--- config.mk ---
export PLATFORM = sky130hd
export DESIGN_NAME = dmem_responder_flat
export DESIGN_NICKNAME = d
export VERILOG_FILES = /design/src/rtl/dmem_responder_if.sv /design/src/rtl/dmem_responder.sv /design/src/flat_wrapper.sv
export SDC_FILE = /design/constraint.sdc
export NUM_CORES = 2
export LEC_CHECK = 0
export BUFFER_PORTS_ARGS = -buffer_cell sky130_fd_sc_hd__buf_4
export CELL_PAD_IN_SITES_DETAIL_PLACEMENT = 1
export CELL_PAD_IN_SITES_GLOBAL_PLACEMENT = 1
export CORE_MARGIN = 2
export CORE_UTILIZATION = 40
export CTS_CLUSTER_SIZE = 30
export DETAILED_ROUTE_END_ITERATION = 8
export PLACE_DENSITY = 0.61
export SLEW_MARGIN = 5
export SYNTH_ARGS = -nofsm -noshare
export SYNTH_HDL_FRONTEND = slang
export SYNTH_SLANG_ARGS = --single-unit
--- constraint.sdc ---
create_clock -name clk -period 16.9 [get_ports clk]
set_input_delay 1.69 -clock clk [delete_from_list [all_inputs] [get_ports clk]]
set_output_delay 1.69 -clock clk [all_outputs]
set_load 0.02 [all_outputs]
--- src/rtl/dmem_responder_if.sv ---
// Memory-stage request/response bundle between the pipeline and dmem_responder.
// master = pipeline side, slave = responder side.
interface dmem_responder_if #(
  parameter int DM_ADDRESS = 9,
  parameter int DATA_W     = 32
);
  logic                  MemRead;
  logic                  MemWrite;
  logic [DM_ADDRESS-1:0] addr;
  logic [DATA_W-1:0]     wr_data;
  logic [2:0]            func3;
  logic [DATA_W-1:0]     rd_data;
  logic                  ready;
  logic                  err;
  logic                  busy;

  modport master (
    output MemRead, MemWrite, addr, wr_data, func3,
    input  rd_data, ready, err, busy
  );

  modport slave (
    input  MemRead, MemWrite, addr, wr_data, func3,
    output rd_data, ready, err, busy
  );
endinterface

--- src/rtl/dmem_responder.sv ---
// Data-memory responder: 2**DM_ADDRESS bytes held as little-endian words,
// RV32I byte/half/word loads and stores with a ready handshake and
// WAIT_CYCLES wait states. Optional DMEM_STATS_EN adds rd_count/wr_count.
//
// state | meaning
// IDLE  | waiting for MemRead xor MemWrite (both high -> illegal, straight to RESP)
// BUSY  | wait states, inputs ignored, counter runs down to 0
// RESP  | one-cycle ready pulse with rd_data/err, then back to IDLE
module dmem_responder #(
  parameter int DM_ADDRESS  = 9,
  parameter int DATA_W      = 32,
  parameter int WAIT_CYCLES = 2
) (
  input  logic clk,
  input  logic reset,
`ifdef DMEM_STATS_EN
  output logic [15:0] rd_count,
  output logic [15:0] wr_count,
`endif
  dmem_responder_if.slave bus
);
  localparam int WORDS = 2 ** (DM_ADDRESS - 2);
  localparam int NB    = DATA_W / 8;
  localparam logic [3:0] WAIT_INIT = (WAIT_CYCLES == 0) ? 4'd0 : 4'(WAIT_CYCLES - 1);

  typedef enum logic [1:0] {IDLE, BUSY, RESP} state_t;

  state_t state, state_nxt;
  logic [3:0] cnt, cnt_nxt;

  logic [DM_ADDRESS-1:0] addr_q;
  logic [DATA_W-1:0]     wdata_q;
  logic [2:0]            f3_q;
  logic                  wr_q;
  logic [DATA_W-1:0]     rd_q;
  logic                  err_q;

  logic [DATA_W-1:0] mem [WORDS];

  // In IDLE the access is taken straight from the bus (needed when the
  // request goes to RESP on its accept edge); afterwards from the captured copy.
  logic                  in_idle;
  logic [DM_ADDRESS-1:0] a_addr;
  logic [DATA_W-1:0]     a_data;
  logic [2:0]            a_f3;
  logic                  a_wr;
  logic                  a_both;
  logic                  enter_resp;

  assign in_idle    = (state == IDLE);
  assign a_addr     = in_idle ? bus.addr    : addr_q;
  assign a_data     = in_idle ? bus.wr_data : wdata_q;
  assign a_f3       = in_idle ? bus.func3   : f3_q;
  assign a_wr       = in_idle ? bus.MemWrite : wr_q;
  assign a_both     = in_idle && bus.MemRead && bus.MemWrite;
  assign enter_resp = (state != RESP) && (state_nxt == RESP);

  // Legality, alignment, load extraction and store merge for the current access
  logic              f3_ok, misalign, a_err;
  logic [DATA_W-1:0] word, ld_val, st_rep, st_word;
  logic [7:0]        ld_byte;
  logic [15:0]       ld_half;
  logic [NB-1:0]     be;

  assign word = mem[a_addr[DM_ADDRESS-1:2]];

  always_comb begin
    f3_ok = 1'b0;
    case (a_f3)
      3'd0, 3'd1, 3'd2: f3_ok = 1'b1;
      3'd4, 3'd5:       f3_ok = !a_wr;
      default:          f3_ok = 1'b0;
    endcase
    misalign = ((a_f3[1:0] == 2'b01) && a_addr[0]) ||
               ((a_f3[1:0] == 2'b10) && (a_addr[1:0] != 2'b00));
    a_err = a_both || !f3_ok || misalign;
  end

  always_comb begin
    ld_byte = word[8*a_addr[1:0] +: 8];
    ld_half = a_addr[1] ? word[31:16] : word[15:0];
    ld_val  = '0;
    if (!a_err && !a_wr) begin
      case (a_f3)
        3'd0:    ld_val = {{(DATA_W-8){ld_byte[7]}}, ld_byte};
        3'd1:    ld_val = {{(DATA_W-16){ld_half[15]}}, ld_half};
        3'd2:    ld_val = word;
        3'd4:    ld_val = {{(DATA_W-8){1'b0}}, ld_byte};
        3'd5:    ld_val = {{(DATA_W-16){1'b0}}, ld_half};
        default: ld_val = '0;
      endcase
    end
  end

  always_comb begin
    st_rep = a_data;
    be     = '0;
    case (a_f3)
      3'd0: begin
        st_rep = {NB{a_data[7:0]}};
        be     = NB'(1) << a_addr[1:0];
      end
      3'd1: begin
        st_rep = {(NB/2){a_data[15:0]}};
        be     = a_addr[1] ? 4'b1100 : 4'b0011;
      end
      3'd2:    be = '1;
      default: be = '0;
    endcase
    for (int i = 0; i < NB; i++)
      st_word[8*i +: 8] = be[i] ? st_rep[8*i +: 8] : word[8*i +: 8];
  end

  // State register and wait counter
  always_ff @(posedge clk or posedge reset) begin
    if (reset) begin
      state <= IDLE;
      cnt   <= '0;
    end else begin
      state <= state_nxt;
      cnt   <= cnt_nxt;
    end
  end

  // Next-state logic
  always_comb begin
    state_nxt = state;
    cnt_nxt   = cnt;
    case (state)
      IDLE: begin
        if (bus.MemRead && bus.MemWrite) begin
          state_nxt = RESP;
        end else if (bus.MemRead ^ bus.MemWrite) begin
          state_nxt = (WAIT_CYCLES == 0) ? RESP : BUSY;
          cnt_nxt   = WAIT_INIT;
        end
      end
      BUSY: begin
        if (cnt == 4'd0) state_nxt = RESP;
        else             cnt_nxt   = cnt - 4'd1;
      end
      RESP:    state_nxt = IDLE;
      default: state_nxt = IDLE;
    endcase
  end

  // Outputs
  always_comb begin
    bus.ready   = (state == RESP);
    bus.busy    = (state != IDLE);
    bus.rd_data = rd_q;
    bus.err     = err_q;
  end

  // Request capture in IDLE; response registers hold only for the RESP cycle
  always_ff @(posedge clk or posedge reset) begin
    if (reset) begin
      addr_q  <= '0;
      wdata_q <= '0;
      f3_q    <= '0;
      wr_q    <= 1'b0;
      rd_q    <= '0;
      err_q   <= 1'b0;
    end else begin
      if (in_idle && (bus.MemRead ^ bus.MemWrite)) begin
        addr_q  <= bus.addr;
        wdata_q <= bus.wr_data;
        f3_q    <= bus.func3;
        wr_q    <= bus.MemWrite;
      end
      rd_q  <= enter_resp ? ld_val : '0;
      err_q <= enter_resp ? a_err : 1'b0;
    end
  end

  // Storage is not reset; a reset before the RESP edge aborts the write
  always_ff @(posedge clk) begin
    if (!reset && enter_resp && a_wr && !a_err)
      mem[a_addr[DM_ADDRESS-1:2]] <= st_word;
  end

`ifdef DMEM_STATS_EN
  // Saturating counts of successful loads and stores
  always_ff @(posedge clk or posedge reset) begin
    if (reset) begin
      rd_count <= '0;
      wr_count <= '0;
    end else if (enter_resp && !a_err) begin
      if (!a_wr && rd_count != 16'hFFFF) rd_count <= rd_count + 16'd1;
      if (a_wr  && wr_count != 16'hFFFF) wr_count <= wr_count + 16'd1;
    end
  end
`endif
endmodule

--- src/flat_wrapper.sv ---
// flat-port wrapper written by rule: the top's interface ports become plain ports
module dmem_responder_flat 
#(
  parameter int DM_ADDRESS  = 9,
  parameter int DATA_W      = 32,
  parameter int WAIT_CYCLES = 2
)
  (clk, reset, bus_MemRead, bus_MemWrite, bus_addr, bus_wr_data, bus_func3, bus_rd_data, bus_ready, bus_err, bus_busy);
  dmem_responder_if #(.DM_ADDRESS(DM_ADDRESS), .DATA_W(DATA_W)) bus_i ();
  input  logic clk;
  input  logic reset;
  input wire logic [$bits(bus_i.MemRead)-1:0] bus_MemRead;
  input wire logic [$bits(bus_i.MemWrite)-1:0] bus_MemWrite;
  input wire logic [$bits(bus_i.addr)-1:0] bus_addr;
  input wire logic [$bits(bus_i.wr_data)-1:0] bus_wr_data;
  input wire logic [$bits(bus_i.func3)-1:0] bus_func3;
  output wire logic [$bits(bus_i.rd_data)-1:0] bus_rd_data;
  output wire logic [$bits(bus_i.ready)-1:0] bus_ready;
  output wire logic [$bits(bus_i.err)-1:0] bus_err;
  output wire logic [$bits(bus_i.busy)-1:0] bus_busy;
  assign bus_i.MemRead = bus_MemRead;
  assign bus_i.MemWrite = bus_MemWrite;
  assign bus_i.addr = bus_addr;
  assign bus_i.wr_data = bus_wr_data;
  assign bus_i.func3 = bus_func3;
  assign bus_rd_data = bus_i.rd_data;
  assign bus_ready = bus_i.ready;
  assign bus_err = bus_i.err;
  assign bus_busy = bus_i.busy;
  dmem_responder #(.DM_ADDRESS(DM_ADDRESS), .DATA_W(DATA_W), .WAIT_CYCLES(WAIT_CYCLES)) u_core (.clk(clk), .reset(reset), .bus(bus_i));
endmodule
==> impl_results.md <==
- Clock Pin Slew Worst Setup and Hold Paths: roughly 0.060 ns
- Simple-gate portion of the synthesized area: 0.0735
- Combinational group share of total power: 0.402
- Starting density of the core: 0.402
- Placed instance area: 168000 sq um
- Post-Synth Adder-Cell Area: 0.000236
- Minimum clock period: 9.92 ns
- Area of the multi-input gates: ~32000 sq um
- I/O Buffers: 82
- Share of layout cells above drive strength 1: 0.135
- Startpoint types: input pin
- Root Driver: clkbuf_16
- Max-capacitance violation count: 3
- Placement Setup Slack: 6.58 ns
- Headroom to the max-slew limit: 0.00364
- Max-slew violation count: 0
- Final instance count without filler cells: between 15k and 20k
- Core Area: 396000 sq um
- Clk_lat worst skew: 1.00 ns
- PwrDens: 250 nW/um^2
- Final setup viols: 0
- Post-DP HPWL: 362000 um
- Main synth FF type: edfxtp_1
- Fin area: between 150000 and 200000 sq um
- Outcome: finished with violations
- Post-synthesis cell count: 10.2k
- Standard-cell rows: 231
- Slew @ Worst Pin: roughly 1.5 ns
- Post-Synth XOR/XNOR Area: 0.000110
- Drt via density: 6.64
- CTS max path bufs: 4
- Syn Std Cell Area: approximately 160000 sq um
- Die H: 634 um
- DRT antenna net count: 0
- Reg2reg end: u_core.mem[55][26]
- CP endpoint kind: flop
- Data arrival, critical path: 10.60 ns
- CTS Sinks: approximately 4.2k
- Post-synthesis mux area share: 0.0182
- Resized Gates After CTS: 0
- Synth-to-Final Area Change: 14.5%
- Final nets: 10.5k
- I/O Pins: 83
- Setup Fix Bufs, Post-CTS: 0
- Post-synth top area share: 0.774
- WL final: 657000 um
- Number of synthesized flops with an enable pin: 4096
- Cell variety after synth: 97
- Dpl cells: 15.2k
- Reg2reg setup slack: 7.71 ns
- Setup Skew: 0.0482 ns
- Die W: 634 um
- Commonest cells after routing, fill and taps aside: edfxtp_1 (4096), nand2_1 (1477), o22ai_1 (972)
- Vias in the first global route: roughly 100k
- Syn_nets: 10.2k
- WS Path Type: in -> reg
- Failing checks: capacitance limit
- Maximum VDD drop: 0.457 mV
- Sw Ratio: 0.425
- WL/cell: about 41 um
- Fill count: 38.1k
- # hold bufs at CTS: 0
- Post-Syn Area per Cell: 15.6 sq um
- Crit path from: bus_addr[2]
- Reg power frac: 0.393
- Reg2reg start: u_core.state[1]
- Area leader, netlist: edfxtp_1
- CTS tree: yes
- Critical path capture point: u_core.mem[55][26]
- Clock power frac: 0.205
- Register Area: approximately 130000 sq um
- Critical Path RT: around 18 ns
- TNS Setup: 0 ns
- Global-route wire length before repair: 885000 um
- P_leak: 57.3 nW
- Ranking of synthesized cells by area: edfxtp_1 (77%), o22ai_1 (3.8%), nand2_1 (3.5%), mux2i_1 (1.4%), dfrtp_1 (1.3%)
- Leading cell type in the layout, fill and taps excluded: edfxtp_1
- Yosys Warn Count: 0
- Initial antenna violation count: between 60 and 70
- Gpl congestion: 0.999
- Final Cycle Share: 0.587
- NetSw: 19.3 mW
- CTS buffer count: 425
- Maximum number of pins on one net before global-route repair: 129
- Global route total overflow: 0
- DRT iter0 DRCs: 16.8k
- H-tree depth: 5
- Reg2reg path depth: 15
- Main combinational cell family by area after synthesis: compound AO/OA/AOI/OAI gates
- Die area: 402000 sq um
- Final Hold Fails: 0
- RSZ-0062 raised after global routing: false
- Int Power: 26.1 mW
- DRC violations left: 0
- 1st-pass router iterations: 8
- Synth Area in Compound Gates: 0.0995
- Hold Crit Class: reg -> reg
- Sequential area share after synthesis: 0.787
- DR vias: 107k
- Tot GR Track Use: 0.319
- Fin worst setup slack: 6.98 ns
- Ys async rst share: 0.0201
- Flops & latches, synth: 4180
- Critical-path maximum fanout: 123
- F_max: 0.101 GHz
[how the worst min path moves through the flow]
stage                             startpoint                  to  slack [ns]  cells past startpoint
after detailed placement  u_core.wdata_q[17]  u_core.wdata_q[17]        0.47                      2
final                     u_core.wdata_q[17]  u_core.wdata_q[17]        0.48                      2
after CTS                 u_core.wdata_q[17]  u_core.wdata_q[17]        0.48                      2
after floorplan           u_core.wdata_q[16]  u_core.wdata_q[16]        0.44                      2
after global routing      u_core.wdata_q[23]  u_core.wdata_q[23]        0.51                      2
after global placement    u_core.wdata_q[16]  u_core.wdata_q[16]        0.45                      2
[Yosys cell counts (9+ instances only)]
master        n
edfxtp_1   4096
nand2_1    1488
o22ai_1     973
nand3_1     392
nor2_1      339
buf_2       308
a31oi_1     291
mux2i_1     215
clkbuf_1    212
o21ai_0     192
a21oi_1     174
nor3_1      160
o221ai_1    134
buf_1       101
a32oi_1      93
a211oi_1     92
and3_1       86
dfrtp_1      84
o211ai_1     74
nor4_1       73
buf_4        51
o22a_1       45
nand2b_1     44
a32o_1       42
o41ai_1      34
o31ai_1      22
mux4_2       21
o32ai_1      21
buf_6        19
mux2_2       16
nand4_1      16
o2111ai_1    13
or4_1        13
or3_1        12
a221oi_1     11
a22oi_1      11
and2_1       11
o211ai_2     11
o31a_1       10
a2111oi_0     9
o21a_1        9
[logic make-up after synthesis]
group | Yosys count
buffers and inverters | 700
AOI/OAI and AO/OA | 2333
muxes | 256
xor gates and xnor gates | 2
DFF | 4180
and+or+nand+nor | 2681
adders and majority gates | 3
[registers in the layout, indices dropped and copies added, names as in the netlist]
name / count
u_core.wdata_q: 32
u_core.bus.rd_data: 32
u_core.f3_q: 3
u_core.state: 2
u_core.wr_q: 1
u_core.addr_q: 9
u_core.cnt: 4
u_core.bus.err: 1
u_core.mem: 4096
[final cells by class]
type	count	share of cell area
Timing Repair Buffer	527	0.0237
Clock inverter	254	0.0129
Sequential cell	4180	0.687
Clock buffer	520	0.0611
Multi-Input combinational cell	5275	0.178
Antenna cell	52	0.000715
Inverter	5	0.000124
Tap cell	5242	0.0360
[through the flow]
stage	util	power [mW]	hold WS, ns
after floorplan	-	27.5	0.440
after global placement	0.425	34.8	0.453
after detailed placement	0.425	35.5	0.466
after CTS	0.459	44.7	0.481
after global routing	0.460	46.2	0.507
final	0.460	45.4	0.477
[power groups by stage]
stage | Sequential (mW) | Combinational, mW | Clock, mW
finish | 17.8 | 18.3 | 9.33
floorplan | 19.4 | 8.13 | 0
global route | 17.8 | 18.6 | 9.72
detailed placement | 18.0 | 17.5 | 0
CTS | 17.8 | 17.6 | 9.37
global placement | 18.0 | 16.8 | 0
[layer usage]
layer	routed length (um)	GRT usage	part of all wire	up-vias
met3	76500	0.0751	0.12	1551
met5	173	0	0.00026	-
met1	244000	0.421	0.37	56600
met4	40200	0.169	0.061	24
li1	-	-	-	41100
met2	296000	0.492	0.45	7318
[worst max-delay path, stage by stage]
cell and delay (ns):
buf_4 0.69, or3b_4 0.61, nand2_8 0.50, buf_12 0.54
buf_4 0.72, buf_12 0.51, mux2i_1 0.17, a32oi_1 0.20
a21oi_1 0.19, buf_4 0.20, nor4_1 0.98, o2111ai_1 0.83
o21ai_4 0.85, buf_4 0.67, buf_4 0.71
No activity file was read; power rests on OpenSTA's default activity.
